===== src/rtl/xu_lie_seq_ctrl.sv =====
// Job sequencer for the 10-bit rotating serial pattern generator: loads it, qualifies its output, counts periods.
// Optional gen_q self-checker enabled by defining XU_LIE_SEQ_CHECK_EN.
module xu_lie_seq_ctrl #(
  parameter int PAT_W = 10,
  parameter int REP_W = 8
) (
  input  logic             clk,
  input  logic             reset,
  input  logic             req_valid,
  output logic             req_ready,
  input  logic [PAT_W-1:0] req_pattern,
  input  logic [REP_W-1:0] req_reps,
  input  logic             abort,
  output logic             gen_load,
  output logic [PAT_W-1:0] gen_pattern,
  input  logic             gen_q,
  output logic             out_bit,
  output logic             out_valid,
  output logic             out_first,
  output logic             busy,
  output logic             done,
  output logic             err
);

  localparam int IDX_W = $clog2(PAT_W);
  localparam logic [IDX_W-1:0] IDX_LAST = IDX_W'(PAT_W - 1);

  localparam logic [2:0] S_IDLE  = 3'd0;
  localparam logic [2:0] S_LOAD  = 3'd1;
  localparam logic [2:0] S_PRIME = 3'd2;
  localparam logic [2:0] S_RUN   = 3'd3;
  localparam logic [2:0] S_DONE  = 3'd4;

  logic [2:0]       state_q, state_d;
  logic [PAT_W-1:0] pat_q, pat_d;
  logic [REP_W-1:0] reps_q, reps_d;
  logic [IDX_W-1:0] idx_q, idx_d;
  logic [REP_W-1:0] per_q, per_d;

  logic last_bit, last_period;

  assign last_bit    = (idx_q == IDX_LAST);
  // reps==0 never matches, so a saturated period counter cannot end a continuous job
  assign last_period = (reps_q != '0) && (per_q == reps_q - REP_W'(1));

  always_comb begin
    state_d = state_q;
    pat_d   = pat_q;
    reps_d  = reps_q;
    idx_d   = idx_q;
    per_d   = per_q;
    case (state_q)
      S_IDLE: begin
        if (req_valid) begin
          pat_d   = req_pattern;
          reps_d  = req_reps;
          state_d = S_LOAD;
        end
      end
      S_LOAD: begin
        idx_d   = '0;
        per_d   = '0;
        state_d = abort ? S_IDLE : S_PRIME;
      end
      S_PRIME: state_d = abort ? S_IDLE : S_RUN;
      S_RUN: begin
        if (abort) begin
          state_d = S_IDLE;
        end else begin
          idx_d = last_bit ? '0 : idx_q + IDX_W'(1);
          if (last_bit) begin
            per_d = (per_q == '1) ? per_q : per_q + REP_W'(1);
            if (last_period) state_d = S_DONE;
          end
        end
      end
      S_DONE:  state_d = S_IDLE;
      default: state_d = S_IDLE;
    endcase
  end

  always_ff @(posedge clk or negedge reset) begin
    if (!reset) begin
      state_q <= S_IDLE;
      pat_q   <= '0;
      reps_q  <= '0;
      idx_q   <= '0;
      per_q   <= '0;
    end else begin
      state_q <= state_d;
      pat_q   <= pat_d;
      reps_q  <= reps_d;
      idx_q   <= idx_d;
      per_q   <= per_d;
    end
  end

  // Generator is held in load outside LOAD..RUN so it stays frozen on the held pattern
  assign req_ready   = (state_q == S_IDLE);
  assign gen_load    = (state_q != S_PRIME) && (state_q != S_RUN);
  assign gen_pattern = pat_q;
  assign out_bit     = gen_q;
  assign out_valid   = (state_q == S_RUN);
  assign out_first   = (state_q == S_RUN) && (idx_q == '0);
  assign busy        = (state_q == S_LOAD) || (state_q == S_PRIME) || (state_q == S_RUN);
  assign done        = (state_q == S_DONE);

`ifdef XU_LIE_SEQ_CHECK_EN
  logic [PAT_W-1:0] exp_q, exp_d;
  logic             err_q, err_d;

  always_comb begin
    exp_d = exp_q;
    err_d = err_q;
    if (state_q == S_LOAD) begin
      exp_d = pat_q;
    end else if (state_q == S_RUN) begin
      exp_d = {exp_q[PAT_W-2:0], exp_q[PAT_W-1]};
      if (gen_q != exp_q[PAT_W-1]) err_d = 1'b1;
    end
  end

  always_ff @(posedge clk or negedge reset) begin
    if (!reset) begin
      exp_q <= '0;
      err_q <= 1'b0;
    end else begin
      exp_q <= exp_d;
      err_q <= err_d;
    end
  end

  assign err = err_q;
`else
  assign err = 1'b0;
`endif

endmodule


===== config.mk =====
export PLATFORM = sky130hd
export DESIGN_NAME = xu_lie_seq_ctrl
export DESIGN_NICKNAME = d
export VERILOG_FILES = /design/src/rtl/xu_lie_seq_ctrl.sv
export SDC_FILE = /design/constraint.sdc
export NUM_CORES = 1
export LEC_CHECK = 0
export ABC_AREA = 1
export BUFFER_PORTS_ARGS = -buffer_cell sky130_fd_sc_hd__buf_2
export CELL_PAD_IN_SITES_DETAIL_PLACEMENT = 1
export CELL_PAD_IN_SITES_GLOBAL_PLACEMENT = 1
export CORE_MARGIN = 2
export CORE_UTILIZATION = 40
export DETAILED_ROUTE_END_ITERATION = 10
export GPL_TIMING_DRIVEN = 0
export PLACE_DENSITY = 0.79
export RECOVER_POWER = 50
export SKIP_LAST_GASP = 1
export SLEW_MARGIN = 10
export SYNTH_ARGS = -nofsm -noshare
export SYNTH_HDL_FRONTEND = slang
export SYNTH_SLANG_ARGS = --single-unit

===== constraint.sdc =====
create_clock -name clk -period 1.6 [get_ports clk]
set_input_delay 0.08 -clock clk [delete_from_list [all_inputs] [get_ports clk]]
set_output_delay 0.08 -clock clk [all_outputs]
set_load 0.05 [all_outputs]

* After elaboration in Yosys (flattened, before gate mapping)
Cells that the tools add are included.
** Word-level totals
- Word-level logic and storage cells :: 50
- Flip-flop bits (word level) :: 33
- Output and inout bits :: 18
- Input port bits :: 23
** Operators by class
- $add $sub $neg :: 3
- Reductions and logical operators :: 13
- Equality and inequality tests :: 15
- Muxes and demuxes :: 14
** Operators by type and width (number)
- $mux 8 :: 3
- $pmux 8 s2 :: 1
- $mux 3 :: 4
- $ne 3x2->1 const B :: 4
- $pmux 3 s4 :: 1
- $add 8x1->8 const B :: 1
- $eq 8x8->1 :: 1
- $eq 8x8->1 const B :: 1
- $mux 4 :: 2
- $pmux 4 s2 :: 1
- $reduce_bool 8->1 :: 1
- $sub 8x1->8 const B :: 1
- $eq 3x2->1 const B :: 2
- $ne 2x2->1 const B :: 3
- $add 4x1->4 const B :: 1
- $eq 4x4->1 const B :: 1
- $logic_not 4->1 :: 1
- $mux 2 :: 2
- $reduce_and 2->1 :: 2
- $reduce_and 4->1 :: 1
- $eq 3x1->1 const B :: 1
- $eq 3x3->1 const B :: 1
- $logic_and 1x1->1 :: 3
- $logic_not 3->1 :: 1
- 4 further kinds :: 5

* Longest topological paths before layout
Gate-level depths: netlist of run 1.
- Depth after elaboration :: 7
- Gate-level depth with buffers :: 12
- Gate-level depth less buffers :: 12

* Worst setup path after synthesis of run 1
No wires, ideal clock.
- Kind :: register to register
- Start point :: reg state_q[0]
- End point :: reg pat_q[0], in the netlist gen_pattern[0]
- Arrival time :: 1.739 ns
- Path slack :: -0.264 ns
- Buffers on the path :: 1
- Period minus slack after synthesis :: 1.864 ns
- Stages on the path, launching flop included :: 7
- Data required time :: 1.475 ns
- Setup time :: 0.125 ns
- Cells stage by stage :: dfrtp_1 -> nor2_1 -> inv_1 -> nor2_2 -> nand2_2 -> buf_2 -> mux2_2
** On the way
- Word-level cells in the longest chain between the ends :: 2
** RTL lines
- start, declared :: RTL line 34 : logic [2:0] state_q, state_d;
- start signal, assigned :: RTL line 90 : state_q <= state_d;
- $logic_not 3->1
- net req_ready :: RTL line 10 : output logic req_ready,
- $reduce_and 2->1 (no source line)
- end signal, assigned :: RTL line 91 : pat_q <= pat_d;
- end, declared :: RTL line 35 : logic [PAT_W-1:0] pat_q, pat_d;
The timed path passes the listed nets, and every way through them passes these cells.
A chain may end at the register's enable or synchronous reset.

* Worst setup path after layout of run 1
- Start point :: reg state_q[2]
- End point :: reg per_q[5]
** On the way
- Word-level cells in the longest chain between the ends :: 3
- Elaborated cells between the ends (all ways) :: 8
- Those cells by class :: eq/ne: 5; mux: 1; reduce/logical: 2
** RTL lines
- $eq 3x2->1 / $eq 3x1->1 (equally long branches) :: RTL line 52 : case (state_q)
- $ne 2x2->1 (no source line), or another cell as far along
- $reduce_and 4->1 (no source line)
- end signal, assigned :: RTL line 94 : per_q <= per_d;
- end, declared :: RTL line 38 : logic [REP_W-1:0] per_q, per_d;
Parallel ways exist; a longest one is shown, timed or not.

==> results of run 1 <==
## worst max-delay path by stage
stage               cells after the start                    endpoint                    from  slack (ps)
floorplan                               6  gen_pattern[0]$_DFFE_PN0P_  state_q[0]$_DFFE_PN0P_          -2
global placement                       11      state_q[2]$_DFFE_PN0P_   reps_q[0]$_DFFE_PN0P_         -70
detailed placement                     11      state_q[2]$_DFFE_PN0P_   reps_q[0]$_DFFE_PN0P_        -120
CTS                                    10      state_q[2]$_DFFE_PN0P_    idx_q[1]$_DFFE_PN0P_          -4
global route                            8        per_q[5]$_DFFE_PN0P_  state_q[2]$_DFFE_PN0P_        -100
finish                                  8        per_q[5]$_DFFE_PN0P_  state_q[2]$_DFFE_PN0P_         -30
## state kept, by name, summed over array words and instances (netlist names)
signal,count
idx_q,4
reps_q,8
gen_pattern,10
state_q,3
per_q,8
## logic make-up (layout without fill, tap and decap cells)
group | after synthesis | after routing | share of synthesized area, %
XOR/XNOR | 7 | 7 | 3.17
AND/OR/NAND/NOR | 116 | 116 | 28.7
adder cells (fa/ha/maj) | 5 | 5 | 3.23
AO/OA/AOI/OAI | 21 | 21 | 6.66
other | 1 | 1 | 0.194
buffers and inverters | 40 | 99 | 8.40
flip-flops | 33 | 33 | 42.7
multiplexers | 12 | 12 | 6.98
## routing by layer
| layer | up-vias | share of wire [%] | track usage, % |
|---|---|---|---|
| li1 | 860 | - | - |
| met1 | 861 | 45 | 24.6 |
| met2 | 24 | 51 | 31.3 |
| met3 | 4 | 2.5 | 4.39 |
| met4 | 0 | 1.4 | 6.67 |
| met5 | - | 0 | 0 |
## layout by cell type (no fill, tap or decap), types with 3 or more instances in the layout
master / n
nor2_1: 24
xor2_1: 5
ha_1: 3
mux2_2: 12
inv_2: 6
a21oi_1: 10
nand2_4: 3
dfrtp_1: 31
nand2_2: 4
nand4_1: 4
nor3_1: 5
buf_2: 26
nor2_4: 4
nand3_1: 18
inv_1: 27
buf_4: 14
clkbuf_8: 6
nor2_2: 5
o21ai_0: 4
a21oi_2: 3
nand2_1: 44
clkbuf_1: 12
## layout make-up
cell class,instances,area (um^2)
Multi-Input combinational cell,162,1030
Tap cell,54,67.6
Inverter,35,140
Clock buffer,7,86.3
Buffer,5,38.8
Sequential cell,33,828
Timing Repair Buffer,51,283
Clock inverter,1,30.0
Fill cell,584,2190
## Yosys cell counts
master,count
nor2_4,2
a31oi_2,1
buf_2,1
ha_1,5
mux2_2,12
dfrtp_1,33
nand2_1,47
nor2_1,29
clkbuf_2,1
nand2_4,2
nor2_8,2
o21ai_0,5
clkbuf_1,1
o31ai_1,2
inv_4,1
nand3_1,19
buf_4,2
nor2_2,2
conb_1,1
nand4_1,4
a21oi_2,3
xor2_1,5
inv_1,34
nand2_2,2
a21oi_1,10
nor3_1,6
nand3_2,1
xnor2_1,2
## power by group
group	total (mW)	leakage (nW)	internal [mW]	switching [mW]
Combinational	2.72	0.755	0.907	1.81
Sequential	1.40	0.409	1.12	0.274
Clock	0.817	0.0585	0.508	0.309
## per-stage QoR
| step | setup slack (ps) | TNS [ps] | cells | area (um^2) | hold slack (ps) |
|---|---|---|---|---|---|
| detailed placement | -116 | -501 | 327 | 2210 | 202 |
| global placement | -73.8 | -271 | 327 | 2210 | 202 |
| CTS | -4.25 | -4.25 | 339 | 2390 | 17.2 |
| global route | -101 | -961 | 348 | 2500 | 13.3 |
| floorplan | -1.61 | -12.9 | 235 | 1960 | -216 |
| finish | -32.5 | -38.0 | 348 | 2500 | 23.6 |
## timing repair
action                                  CTS  global route
hold endpoints to repair                 33             0
pin swaps                                 3             7
endpoints found under the setup margin   10            22
gates resized for setup                   9            24
setup buffers                             3             9
hold buffers                              1             0
==> reports/metrics.yaml, run 1 <==
outcome:
  outcome: "finished, violations left"
  violations: "setup timing"
global_routing:
  antenna_found_initial: 0
  grt_max_degree: 34
  grt_usage_pct: 19.1
  grt_pass1_vias: 1747
  grt_pass1_wl_um: 7940
  overflow: 0
pwr:
  power_density_mw_per_mm2: 1970
  ir_worst_vdd_v: 0.000928
  p_leak_nw: 1.22
  p_total_mw: 4.93
sta:
  rsz0062_at_grt: "yes"
  period_share_pct: 102
  fin_worst_skew_ps: 5.15
  period_minus_slack_ps: 1630
  maxSlewViolCount: 0
  max_freq_mhz: 613
  setup_viol: 2
  tightest_slew_ps: 855
  finalHoldViolations: 0
  final.setup.worst_slack_ps: -32.5
  slew_headroom_pct: 43.0
cells_and_area:
  fin_nets: 321
  syn_to_final_growth_pct: 29.3
  finalCoreUtilization_pct: 53.3
  diodes: 0
  drive_gt1_share_pct: 34.4
die:
  start_util_pct: 41.3
  dieWidth_um: 73.6
  io_pins: 41
  die_h_um: 73.6
  dieArea_mm2: 0.00541
  design.core.area_mm2: 0.00469
  rows: 25
hold_path:
  worstHoldStart: "req_pattern[5]"
  whs_endpoint: "gen_pattern[5]$_DFFE_PN0P_"
  hold_path_class: "primary input to flop"
  min_delay_path_depth: 2
setup_path:
  critPathLaunchType: "flop"
  worstReg2RegEnd: "per_q[5]$_DFFE_PN0P_"
  path_max_fanout: 6
  reg2reg_from: "state_q[2]$_DFFE_PN0P_"
  slowest_stage: "dfrtp_2"
  required_ps: 1800
  path_delay_family: "simple AND/OR/NAND/NOR gates"
  arrival_ps: 1830
  rrSetupSlack_ps: -30
  cp.buffers_inverters: 1
  cp_slowest_stage_delay_ps: 490
  worstRegToRegCells: 8
  crit_path_frequent_cell: "nor2_4"
  end_kind: "flop"
  path_cells: "nor2_4 > nand2_4 > nor2_8 > nor2_4 > nor2_4 > nand2_4 > buf_4 > o31ai_1"
  path_class: "flop to flop"
cts:
  clk_path_buf_depth: 2
  cts_made_buffers: 5
  cts_tree: "yes"
  clock_latency_ps: 290
  htree_num_levels: 2
  path_clk_slew_ps: 70
  cts.sinks: 33
  cts_root_buf: "clkbuf_8"
logic_synthesis:
  synthCells: 235
  yosys_warnings: 0
  synth-seq-cells: 33
  synth.distinct_cells: 28
  synth_seq_area_share_pct: 42.7
  syn_area_mm2: 0.00194
  synth_top_area_cell: "dfrtp_1"
  synth_nets: 263
  netlist.area_leader.share_pct: 42.7
  synth_area_leaders: "dfrtp_1 (43%), nand2_1 (9.1%), mux2_2 (7.0%), inv_1 (6.6%), nor2_1 (5.6%)"
  syn_area_per_cell_um2: 8.24
run:
  maxCapViolations: 0
place:
  place_hpwl_um: 3440
  port_buffers: 38
  routabilityCongestion: 0.809
drt:
  drc: 0
  dr.pass1.iters: 4
  vias: 1749
  drt-total-wl_um: 4840
  post_drt_wl_per_cell_um: 13.9
  ant_nets: 0
  drtIter0Drc: 60
  avgViaCountPerCell: 5.03
Power figures use the tool's default switching activity.
==> run 2: changes to the inputs <==
- CORE_MARGIN: 2 -> default
==> run 2 against run 1 <==
  * The flow still finishes with violations (setup timing)
  * Maximum frequency down 2.0%
  * Final cell count up 1.7%
  * Critical path depth decreased by 2
  * Clock power down 20%
  * Sequential cell count stayed put
  * Cell area up 1.0%
  * Via count up 3.7%
  * First-iteration DRC count is 5.0% lower
  * Clock-buffer cell count grew 1
  * Sequential power barely moved
  * Global-route usage is 2.8 points higher
  * Worst hold slack improved by 3.4 ps
  * Critical path type is now flop to output port
  * Highest routed layer unchanged
==> reports/metrics.yaml, run 2 (synthesis results as in run 1) <==
place:
  routabilityCongestion: 0.838
  post_dp_cell_area_mm2: 0.00221
  place_hpwl_um: 3810
  dp_slack_ps: -181
  port_buffers: 38
  dp.cells: 325
setup_path:
  path_cells: "inv_1 > nor2_4 > nand2_4 > buf_4 > nor2_1 > buf_2"
  end_kind: "output port"
  reg2reg_from: "state_q[1]$_DFFE_PN0P_"
  path_max_fanout: 6
  path_class: "flop to output port"
  worstReg2RegEnd: "per_q[2]$_DFFE_PN0P_"
  worstRegToRegCells: 8
  rrSetupSlack_ps: -30
  arrival_ps: 1590
  required_ps: 1520
  cp.buffers_inverters: 3
  critPathLaunchType: "flop"
  slowest_stage: "dfrtp_1"
  cp_slowest_stage_delay_ps: 370
  path_delay_family: "buffers and inverters"
outcome:
  violations: "setup timing"
  outcome: "finished, violations left"
global_routing:
  grt_usage_pct: 21.8
  grt_pass1_wl_um: 8540
  overflow: 0
  grt_pass1_vias: 1897
  antenna_found_initial: 0
  grt_max_degree: 34
drt:
  drtIter0Drc: 57
  drc: 0
  avgViaCountPerCell: 5.12
  dr.pass1.iters: 4
  post_drt_wl_per_cell_um: 15.9
  vias: 1813
  drt-total-wl_um: 5630
  ant_nets: 0
sta:
  rsz0062_at_grt: "yes"
  tightest_slew_ps: 813
  finalHoldViolations: 0
  tns_ps: -103
  period_minus_slack_ps: 1670
  final.setup.worst_slack_ps: -65.7
  max_freq_mhz: 600
  setup_viol: 3
  period_share_pct: 104
  hold_slack_ps: 26.9
  slew_headroom_pct: 45.8
  maxSlewViolCount: 0
  fin_worst_skew_ps: 11.7
cells_and_area:
  final_cells: 354
  syn_to_final_growth_pct: 30.6
  postLayoutCellArea_mm2: 0.00253
  largest_reg_flops: 10
  diodes: 0
  layout_commonest_cell: "nand2_1"
  fin_nets: 329
  drive_gt1_share_pct: 35.4
  finalCoreUtilization_pct: 56.1
  final_cell_mix: "nand2_1 (45), dfrtp_1 (31), inv_1 (27), buf_2 (27), nor2_1 (26)"
cts:
  cts_made_buffers: 5
  clk_path_buf_depth: 2
  path_clk_slew_ps: 70
  cts.sinks: 33
  htree_num_levels: 2
  clock_latency_ps: 290
  cts_root_buf: "clkbuf_8"
  cts_tree: "yes"
die:
  design.core.area_mm2: 0.00450
  io_pins: 41
  dieWidth_um: 71.6
  dieArea_mm2: 0.00512
  rows: 24
  start_util_pct: 43.0
  die_h_um: 71.6
pwr:
  p_leak_nw: 1.26
  power_density_mw_per_mm2: 1920
  p_total_mw: 4.86
  ir_worst_vdd_v: 0.00124
hold_path:
  hold_path_class: "primary input to flop"
  worstHoldStart: "req_pattern[6]"
  whs_endpoint: "gen_pattern[6]$_DFFE_PN0P_"
  min_delay_path_depth: 2
run:
  maxCapViolations: 0
-- run 2: area by class of cell --
type | instances | area [um^2]
fill | 559 | 1980
multi-input combinational | 162 | 1030
sequential | 33 | 828
timing repair buffer | 59 | 337
inverter | 35 | 138
clock buffer | 8 | 90.1
tap | 52 | 65.1
buffer | 5 | 38.8
-- run 2: report_power, final --
group	total, mW	internal, mW	switching (mW)
sequential	1.39	1.12	0.263
clock	0.655	0.351	0.304
combinational	2.82	0.941	1.88
total	4.86	2.42	2.45
-- run 2: worst max path at each step --
stage / slack, ps / cells after the start / end / from
2_1_floorplan: -2 / 6 / gen_pattern[0]$_DFFE_PN0P_ / state_q[0]$_DFFE_PN0P_
3_3_place_gp: -80 / 11 / state_q[2]$_DFFE_PN0P_ / reps_q[0]$_DFFE_PN0P_
3_5_place_dp: -180 / 6 / per_q[2]$_DFFE_PN0P_ / state_q[2]$_DFFE_PN0P_
4_1_cts: -9 / 9 / idx_q[2]$_DFFE_PN0P_ / state_q[1]$_DFFE_PN0P_
5_1_grt: -120 / 6 / out_first / state_q[1]$_DFFE_PN0P_
6_report: -70 / 6 / out_first / state_q[1]$_DFFE_PN0P_
-- run 2: what timing repair did --
item                                   CTS  global route
hold buffers                             1             0
endpoints found under the hold margin   33             0
setup endpoints to repair               11            18
pin swaps                                2             7
resized for setup                        9            21
buffers inserted                         3            17
-- run 2: routing by layer --
metal	vias to the layer above	global-route usage (%)	part of all wire [%]
li1	873	-	-
met3	16	4.64	3.6
met5	-	0	0
met1	878	26.3	42
met4	0	9.59	3.1
met2	46	37.9	51
